File: src/rtl/demux_seq_if.sv
// Demux select-sequencer bus: control inputs and demux-facing outputs.
// Master drives control, slave is the sequencer.
interface demux_seq_if #(
  parameter int DWELL_W = 8
);
  logic               start;
  logic               stop;
  logic               mode;
  logic [DWELL_W-1:0] dwell;
  logic               d_in;
  logic               D;
  logic [1:0]         S;
  logic               busy;
  logic               done;

  modport master (
    output start, stop, mode, dwell, d_in,
    input  D, S, busy, done
  );

  modport slave (
    input  start, stop, mode, dwell, d_in,
    output D, S, busy, done
  );
endinterface

File: src/rtl/demux_seq.sv
// Steps a 1-to-4 demux select through 00..11 with a programmable dwell,
// routing a registered d_in onto D while running.
module demux_seq #(
  parameter int DWELL_W = 8
) (
  input  logic      clk,
  input  logic      rst,
  demux_seq_if.slave bus
);

  typedef enum logic [1:0] {
    IDLE   = 2'd0,
    RUN    = 2'd1,
    FINISH = 2'd2
  } state_e;

  state_e             state_q, state_d;
  logic [DWELL_W-1:0] cnt_q, cnt_d;
  logic [DWELL_W-1:0] dwell_q, dwell_d;
  logic               mode_q, mode_d;
  logic [1:0]         s_q, s_d;
  logic               d_q, d_d;
  logic               busy_q, busy_d;
  logic               done_q, done_d;
  logic               term;

  assign term = (cnt_q == dwell_q - DWELL_W'(1));

  always_ff @(posedge clk) begin
    if (rst) begin
      state_q <= IDLE;
      cnt_q   <= '0;
      dwell_q <= DWELL_W'(1);
      mode_q  <= 1'b0;
      s_q     <= 2'b00;
      d_q     <= 1'b0;
      busy_q  <= 1'b0;
      done_q  <= 1'b0;
    end else begin
      state_q <= state_d;
      cnt_q   <= cnt_d;
      dwell_q <= dwell_d;
      mode_q  <= mode_d;
      s_q     <= s_d;
      d_q     <= d_d;
      busy_q  <= busy_d;
      done_q  <= done_d;
    end
  end

  always_comb begin
    state_d = state_q;
    cnt_d   = cnt_q;
    dwell_d = dwell_q;
    mode_d  = mode_q;
    s_d     = 2'b00;
    d_d     = 1'b0;
    busy_d  = 1'b0;
    done_d  = 1'b0;
    unique case (state_q)
      IDLE: begin
        if (bus.start) begin
          state_d = RUN;
          mode_d  = bus.mode;
          dwell_d = (bus.dwell == '0) ? DWELL_W'(1) : bus.dwell;
          cnt_d   = '0;
          busy_d  = 1'b1;
          d_d     = bus.d_in;
        end
      end
      RUN: begin
        // stop wins over both completion and continuous wrap
        if (bus.stop || (term && s_q == 2'b11 && !mode_q)) begin
          state_d = FINISH;
          cnt_d   = '0;
          done_d  = 1'b1;
        end else begin
          busy_d = 1'b1;
          d_d    = bus.d_in;
          if (term) begin
            cnt_d = '0;
            s_d   = s_q + 2'b01;
          end else begin
            cnt_d = cnt_q + DWELL_W'(1);
            s_d   = s_q;
          end
        end
      end
      FINISH: begin
        state_d = IDLE;
        cnt_d   = '0;
      end
      default: begin
        state_d = IDLE;
        cnt_d   = '0;
      end
    endcase
  end

  assign bus.D    = d_q;
  assign bus.S    = s_q;
  assign bus.busy = busy_q;
  assign bus.done = done_q;

endmodule
File: src/flat_wrapper.sv
// flat-port wrapper written by rule: the top's interface ports become plain ports
module demux_seq_flat 
#(
  parameter int DWELL_W = 8
)
  (clk, rst, bus_start, bus_stop, bus_mode, bus_dwell, bus_d_in, bus_D, bus_S, bus_busy, bus_done);
  demux_seq_if #(.DWELL_W(DWELL_W)) bus_i ();
  input  logic clk;
  input  logic rst;
  input wire logic [$bits(bus_i.start)-1:0] bus_start;
  input wire logic [$bits(bus_i.stop)-1:0] bus_stop;
  input wire logic [$bits(bus_i.mode)-1:0] bus_mode;
  input wire logic [$bits(bus_i.dwell)-1:0] bus_dwell;
  input wire logic [$bits(bus_i.d_in)-1:0] bus_d_in;
  output wire logic [$bits(bus_i.D)-1:0] bus_D;
  output wire logic [$bits(bus_i.S)-1:0] bus_S;
  output wire logic [$bits(bus_i.busy)-1:0] bus_busy;
  output wire logic [$bits(bus_i.done)-1:0] bus_done;
  assign bus_i.start = bus_start;
  assign bus_i.stop = bus_stop;
  assign bus_i.mode = bus_mode;
  assign bus_i.dwell = bus_dwell;
  assign bus_i.d_in = bus_d_in;
  assign bus_D = bus_i.D;
  assign bus_S = bus_i.S;
  assign bus_busy = bus_i.busy;
  assign bus_done = bus_i.done;
  demux_seq #(.DWELL_W(DWELL_W)) u_core (.clk(clk), .rst(rst), .bus(bus_i));
endmodule
File: config.mk
export PLATFORM = sky130hd
export DESIGN_NAME = demux_seq_flat
export DESIGN_NICKNAME = d
export VERILOG_FILES = /design/src/rtl/demux_seq_if.sv /design/src/rtl/demux_seq.sv /design/src/flat_wrapper.sv
export SDC_FILE = /design/constraint.sdc
export NUM_CORES = 1
export LEC_CHECK = 0
export CAP_MARGIN = 20
export CORE_MARGIN = 8
export CORE_UTILIZATION = 25
export DETAILED_ROUTE_END_ITERATION = 12
export PLACE_DENSITY = 0.42
export SLEW_MARGIN = 20
export SYNTH_ARGS = -nofsm -noshare
export SYNTH_HDL_FRONTEND = slang
export SYNTH_SLANG_ARGS = --single-unit
File: constraint.sdc
create_clock -name clk -period 2.5 [get_ports clk]
set_input_delay 0.5 -clock clk [delete_from_list [all_inputs] [get_ports clk]]
set_output_delay 0.5 -clock clk [all_outputs]
set_load 0.05 [all_outputs]
# Word level (Yosys, flattened, before mapping)
# Cells that the tools add are included.
[totals]
regBits = 24
latch_bits = 0
ram_bits = 0
romBits = 0
in_bits = 14
word_cells = 42
memories = 0
[op_classes]
add_sub_neg = 3
n_mul = 0
div_mod_pow = 0
order_cmp = 0
eq_ne = 5
shift = 0
n_mux = 15
bitwise = 1
n_reduce_logical = 10
[ops]
columns = ["operator", "n"]
rows = [
  ["$mux W8", 4],
  ["$pmux W8 S2", 1],
  ["$add A8 B1 Y8 const B", 1],
  ["$eq A8 B8 Y1", 1],
  ["$logic_not A8 Y1", 1],
  ["$sub A8 B1 Y8 const B", 1],
  ["$mux W1", 5],
  ["$mux W2", 2],
  ["$pmux W1 S2", 2],
  ["$pmux W2 S2", 1],
  ["$reduce_and A2 Y1", 2],
  ["$reduce_or A3 Y1", 1],
  ["$add A2 B1 Y2 const B", 1],
  ["$eq A2 B1 Y1 const B", 1],
  ["$eq A2 B2 Y1 const B", 1],
  ["$logic_and A1 B1 Y1", 2],
  ["$logic_not A2 Y1", 1],
  ["$ne A2 B1 Y1 const B", 1],
  ["$ne A2 B2 Y1 const B", 1],
  ["$reduce_or A2 Y1", 1],
  ["$logic_not A1 Y1", 1],
  ["$logic_or A1 B1 Y1", 1],
  ["$not A1 Y1", 1],
]

# Logic depth before layout (Yosys ltp)
# Gate-level depths: netlist of the first run.
[logic_depth]
ltp_word = 7
ltp_mapped = 9
mapped_depth_nobuf = 8

# Least setup slack after synthesis of the first run
# Ideal clock, no wire load.
[synth_timing]
path_kind = "register to register"
startpoint = "register u_core.dwell_q[0]"
endpoint = "register u_core.s_q[1] (netlist: u_core.bus.S[1])"
setup_time_ps = 70
arrival_time_ps = 2031
required_ps = 2430
path_slack_ps = 399
stages_incl_launch_ff = 10
n_path_buf = 1
path_cell_list = "dfxtp_1 > inv_1 > ha_1 > clkbuf_1 > xnor2_1 > nand2_1 > a31oi_1 > nand4_4 > or4b_1 > a21oi_1"
[synth_via]
elab_chain_cells = 6
[synth_lines]
columns = ["item", "line_no", "text"]
rows = [
  ["start, declared", "demux_seq.sv:19", "logic [DWELL_W-1:0] dwell_q, dwell_d;"],
  ["start signal, assigned", "demux_seq.sv:42", "dwell_q <= dwell_d;"],
  ["$sub A8 B1 Y8 *", "demux_seq.sv:27", "assign term = (cnt_q == dwell_q - DWELL_W'(1));"],
  ["$eq A8 B8 Y1 *", "demux_seq.sv:27", ""],
  ["$logic_and A1 B1 Y1 (2 in series)", "demux_seq.sv:73", "if (bus.stop || (term && s_q == 2'b11 && !mode_q)) begin"],
  ["$logic_or A1 B1 Y1", "demux_seq.sv:73", ""],
  ["$reduce_or A3 Y1 (no source line)", "-", ""],
  ["end signal, assigned", "demux_seq.sv:35", "s_q <= 2'b00;"],
  ["end signal, assigned", "demux_seq.sv:44", "s_q <= s_d;"],
  ["end, declared", "demux_seq.sv:21", "logic [1:0] s_q, s_d;"],
]
# Mark *: on every way between the ends. The rest lies on a longest branch, timed or not.
# A chain may end at the register's enable or synchronous reset.

# Worst setup path after layout of the first run
# Ends and elaborated chain as after synthesis.

==> results.json, run 1 <==
{
  "final_util": 0.324,
  "dp_cells": 252,
  "drc_errors": 0,
  "start_kind": "register",
  "worst_slack_ns": 0.250,
  "grt_overflow_total": 0,
  "worst_slew_pin_slew_ns": 0.510,
  "initial_core_util": 0.259,
  "layout-drive-gt1-share": 0.0968,
  "place_ws_ns": 0.151,
  "finalCritPeriodShare": 0.900,
  "die_h_um": 88.8,
  "antenna_found_initial": 0,
  "timing.setup.tns_ns": 0,
  "p_leak_nw": 0.563,
  "relSlewSlack": 0.659,
  "hold_path_class": "register to register",
  "post-route-min-period_ns": 2.25,
  "slew_violations": 0,
  "h-tree-depth": 1,
  "fmax_ghz": 0.444,
  "drt_first_pass_iters": 4,
  "rsz0062_at_grt": "false",
  "synth_top_area_cell": "dfxtp_1",
  "worst_setup_path_end_kind": "register",
  "final_hold_viol_count": 0,
  "outcome": "completed",
  "grt_usage": 0.0932,
  "routed_wl_mm": 3.32,
  "multi_input_area_sq_um": 790,
  "mappedNetlistArea_sq_um": 1330,
  "vias_per_cell": 4.77,
  "crit_required_ns": 2.71,
  "setup_viol": 0,
  "yosysMostFrequentCell": "nand2_1",
  "grt_start_max_net_pins": 14,
  "clock_path_buffers": 2,
  "grt_pass1_wl_mm": 5.76,
  "dpl.hpwl_mm": 2.63,
  "cts_made_buffers": 3,
  "design.core.area_sq_um": 5110,
  "syn_nets": 183,
  "dieArea_sq_um": 7890,
  "synthCells": 166,
  "vias": 1220,
  "cp.arrival_ns": 2.46,
  "grt_pass1_vias": 1222,
  "portBuffers": 18,
  "io_pins": 19,
  "synthFlopType": "dfxtp_1",
  "row_count": 26,
  "postSynthAreaPerCell_sq_um": 7.98,
  "place.gp.congestion": 0.738,
  "cts_tree": "done",
  "power_density_nw_per_um2": 524,
  "holdPathStages": 2,
  "synth_top_area_share": 0.363,
  "clk_latency_ns": 0.27,
  "fin_skew_ns": 0.00334,
  "dieWidth_um": 88.8,
  "nets": 204,
  "async_reset_ff_frac": 0,
  "peakVddDrop_uv": 189,
  "drt_iter0_markers": 68,
  "path_clk_slew_ns": 0.09,
  "cap_violations": 0,
  "crit_type": "register to register",
  "ys_seq_area_frac": 0.363,
  "register_area_sq_um": 480,
  "antenna_cells": 0,
  "crit_fanout": 10,
  "ys_ff_latch": 24,
  "cts_sinks": 24,
  "root_buffer": "clkbuf_8",
  "detail-route-antenna-nets": 0,
  "yosysWarningCount": 0,
  "finalNonFillerCells": 256,
  "synth_edf_count": 0,
  "syn_to_final_growth_pct": 24.7,
  "synth_commonest_cells": "nand2_1, dfxtp_1, a21oi_1, nor2_1, o21ai_0",
  "wire_per_inst_um": 13.0,
  "nFillCells": 559,
  "yosys-top-cells-area": "dfxtp_1, nand2_1, a21oi_1",
  "synth.distinct_cells": 40,
  "worst-r2r-cell-count": 8
}
## metrics by stage
step	power [mW]	hold slack (ns)	instance area [sq um]
2_1_floorplan	0.544	0.437	1330
3_3_place_gp	0.598	0.453	1600
3_5_place_dp	0.600	0.455	1600
4_1_cts	0.879	0.468	1650
5_1_grt	0.913	0.486	1650
6_report	0.866	0.465	1650
## per-layer routing
metal,vias to the layer above,routed length (um),GRT usage
met5,-,0,0
met4,0,47,0.0384
met3,5,157,0.0269
met2,21,1470,0.144
met1,567,1650,0.117
li1,627,-,-
## worst max-delay path: stages (launching register included)
cell     delay (ns)
dfxtp_1        0.46
inv_1          0.07
ha_1           0.30
xnor2_1        0.18
nand2_1        0.07
a31oi_1        0.26
nand4_4        0.20
or4b_1         0.50
a21oi_1        0.14
## final timing paths
path,startpoint,end,slack (ns)
worst max-delay path,u_core.dwell_q[0]$_SDFFE_PP1P_,u_core.bus.S[1]$_SDFFE_PP0P_,0.25
worst min-delay path,u_core.mode_q$_SDFFE_PP0P_,u_core.mode_q$_SDFFE_PP0P_,0.46
worst max register to register,u_core.dwell_q[0]$_SDFFE_PP1P_,u_core.bus.S[1]$_SDFFE_PP0P_,0.25
worst min register to register,u_core.mode_q$_SDFFE_PP0P_,u_core.mode_q$_SDFFE_PP0P_,0.46
## logic make-up (layout without fill, tap and decap cells)
group	Yosys count	after routing	share of synthesized area
xor+xnor	9	9	0.0595
flops	24	24	0.363
simple gates	71	71	0.277
fa+ha+maj	3	3	0.0283
compound gates	46	46	0.230
buf+inv	13	33	0.0425
## registers in the layout, indices dropped and copies added (netlist names)
register         flops
u_core.bus.D         1
u_core.bus.S         2
u_core.bus.busy      1
u_core.bus.done      1
u_core.cnt_q         8
u_core.dwell_q       8
u_core.mode_q        1
u_core.state_q       2
## area by class of cell
class                           count  area share
Multi-Input combinational cell    129       0.478
Inverter                            6      0.0136
Tap cell                           70      0.0530
Clock buffer                        4      0.0333
Sequential cell                    24       0.291
Timing Repair Buffer               23       0.132
## what timing repair did
item                                    4_1_cts  5_1_grt
hold endpoints to repair                      0        0
hold buffers                                  0        0
buffers inserted                              0        0
resized for setup                             0        1
endpoints found under the setup margin        0        2
## power breakdown
group	total [mW]	leakage, nW	switching, mW	internal [mW]
sequential	0.417	0.196	0.0199	0.397
combinational	0.172	0.339	0.0934	0.0790
clock	0.276	0.0288	0.135	0.141
## cells in the final DEF, fill, tap and decap left out, drive strengths merged, types with 4 or more instances in the layout
cell           Yosys  routed
nor3               6       6
a21oi             14      14
clkbuf             5       4
nor2              11      11
clkdlybuf4s50      0      18
nand2             33      33
xnor2              8       8
inv                6       6
buf                2       5
dfxtp             24      24
o211ai             6       6
o21ai             10      10
Power figures use the tool's default switching activity.
==> run 2: changes to the inputs <==
RECOVER_POWER = 25   (was unset)
==> results.json, run 2 (synthesis gave the netlist of run 1 again) <==
{
  "outcome": "completed",
  "fmax_ghz": 0.444,
  "final_cell_mix": "nand2_1, dfxtp_1, clkdlybuf4s50_1",
  "finalCritPeriodShare": 0.900,
  "drt_first_pass_iters": 4,
  "antenna_found_initial": 0,
  "power_frac_comb": 0.199,
  "relSlewSlack": 0.659,
  "row_count": 26,
  "cts_hold_buf": 0,
  "place.gp.congestion": 0.738,
  "io_pins": 19,
  "fin_skew_ns": 0.00334,
  "initial_core_util": 0.259,
  "die_h_um": 88.8,
  "slew_violations": 0,
  "worstSetupStartpoint": "u_core.dwell_q[0]$_SDFFE_PP1P_",
  "path_clk_slew_ns": 0.09,
  "dieWidth_um": 88.8,
  "power.switching_mw": 0.248,
  "vias": 1220,
  "dieArea_sq_um": 7890,
  "antenna_cells": 0,
  "crit_chain": "inv_1, ha_1, xnor2_1, nand2_1, a31oi_1, nand4_4, or4b_1, a21oi_1",
  "whs_ns": 0.465,
  "stdcell_area_sq_um": 1650,
  "rsz0062_at_grt": "false",
  "reg_top3": "u_core.cnt_q x8, u_core.dwell_q x8",
  "p_clk_frac": 0.319,
  "h-tree-depth": 1,
  "peakVddDrop_uv": 189,
  "timing.setup.tns_ns": 0,
  "cts_made_buffers": 3,
  "routed_wl_mm": 3.32,
  "worst_setup_path_end_kind": "register",
  "final_common_cell": "nand2_1",
  "crit_type": "register to register",
  "grt_pass1_wl_mm": 5.76,
  "crit_fanout": 10,
  "cap_violations": 0,
  "p_sw_frac": 0.287,
  "cp.arrival_ns": 2.46,
  "clock_path_buffers": 2,
  "cts_tree": "done",
  "wire_per_inst_um": 13.0,
  "root_buffer": "clkbuf_8",
  "grt_usage": 0.0932,
  "power_density_nw_per_um2": 524,
  "register_area_sq_um": 480,
  "hold_path_class": "register to register",
  "setup_viol": 0,
  "grt_start_max_net_pins": 14,
  "worstHoldStart": "u_core.mode_q$_SDFFE_PP0P_",
  "crit_required_ns": 2.71,
  "nFillCells": 559,
  "dpl.hpwl_mm": 2.63,
  "grt_pass1_vias": 1222,
  "layout-drive-gt1-share": 0.0968,
  "design.core.area_sq_um": 5110,
  "worst_slew_pin_slew_ns": 0.509,
  "final_hold_viol_count": 0,
  "pwr-share-seq": 0.482,
  "worst-path-buf-inv": 1,
  "portBuffers": 18,
  "vias_per_cell": 4.77,
  "p_leak_nw": 0.564,
  "syn_to_final_growth_pct": 24.7,
  "drt_iter0_markers": 68,
  "r2r-start": "u_core.dwell_q[0]$_SDFFE_PP1P_",
  "ctsResizeCount": 0,
  "drc_errors": 0,
  "slowest_delay_ns": 0.50,
  "clk_latency_ns": 0.27,
  "dpl_cell_area_sq_um": 1600,
  "cts_setup_buffers": 0,
  "post-route-min-period_ns": 2.25,
  "nets": 204,
  "critical_path.top_delay_family": "simple AND/OR/NAND/NOR gates",
  "detail-route-antenna-nets": 0,
  "start_kind": "register",
  "cts_sinks": 24,
  "grt_overflow_total": 0,
  "multi_input_area_sq_um": 790,
  "cp_slowest_cell": "or4b_1",
  "p_int_mw": 0.617
}
run 2: power by group through the flow:
stage	clock, mW	sequential, mW	combinational [mW]
2_1_floorplan	0	0.430	0.114
3_3_place_gp	0	0.426	0.172
3_5_place_dp	0	0.427	0.173
4_1_cts	0.288	0.418	0.173
5_1_grt	0.299	0.421	0.193
6_report	0.276	0.417	0.172
run 2: area by class of cell:
cell class                 instances  area share
multi-input combinational        129       0.478
timing repair buffer              23       0.132
inverter                           6      0.0136
sequential                        24       0.291
clock buffer                       4      0.0333
tap                               70      0.0530
run 2: path summary, 6_finish.rpt:
path / slack [ns] / cells past startpoint / to
setup / recovery: 0.25 / 8 / u_core.bus.S[1]$_SDFFE_PP0P_
hold / removal: 0.46 / 2 / u_core.mode_q$_SDFFE_PP0P_
setup reg to reg: 0.25 / 8 / u_core.bus.S[1]$_SDFFE_PP0P_
hold reg to reg: 0.46 / 2 / u_core.mode_q$_SDFFE_PP0P_
run 2: worst register-to-register path, delay by kind of cell, from the launching register on:
| family | cells | cell delay (ns) |
|---|---|---|
| flip-flops | 1 | 0.46 |
| adder cells (fa/ha/maj) | 1 | 0.30 |
| XOR/XNOR | 1 | 0.18 |
| AO/OA/AOI/OAI | 2 | 0.40 |
| AND/OR/NAND/NOR | 3 | 0.77 |
| buffers and inverters | 1 | 0.07 |
run 2: layer usage:
layer  share of wire  wire length [um]  track usage
met5               0                 0            0
met4           0.014                47       0.0384
met3           0.047               157       0.0269
met2            0.44              1470        0.144
met1            0.50              1650        0.117
run 2: metrics by stage:
step	power, mW	utilization	worst slack (ns)	cells
2_1_floorplan	0.544	-	0.399	166
3_3_place_gp	0.598	0.313	0.235	252
3_5_place_dp	0.600	0.313	0.151	252
4_1_cts	0.879	0.323	0.152	256
5_1_grt	0.912	0.324	0.0301	256
6_report	0.866	0.324	0.250	256
==> run 3: changes to the inputs <==
CTS_CLUSTER_SIZE = 14   (was unset)
==> results of run 3 <==
Final layout, timing and power as in run 2 (identical DEF).
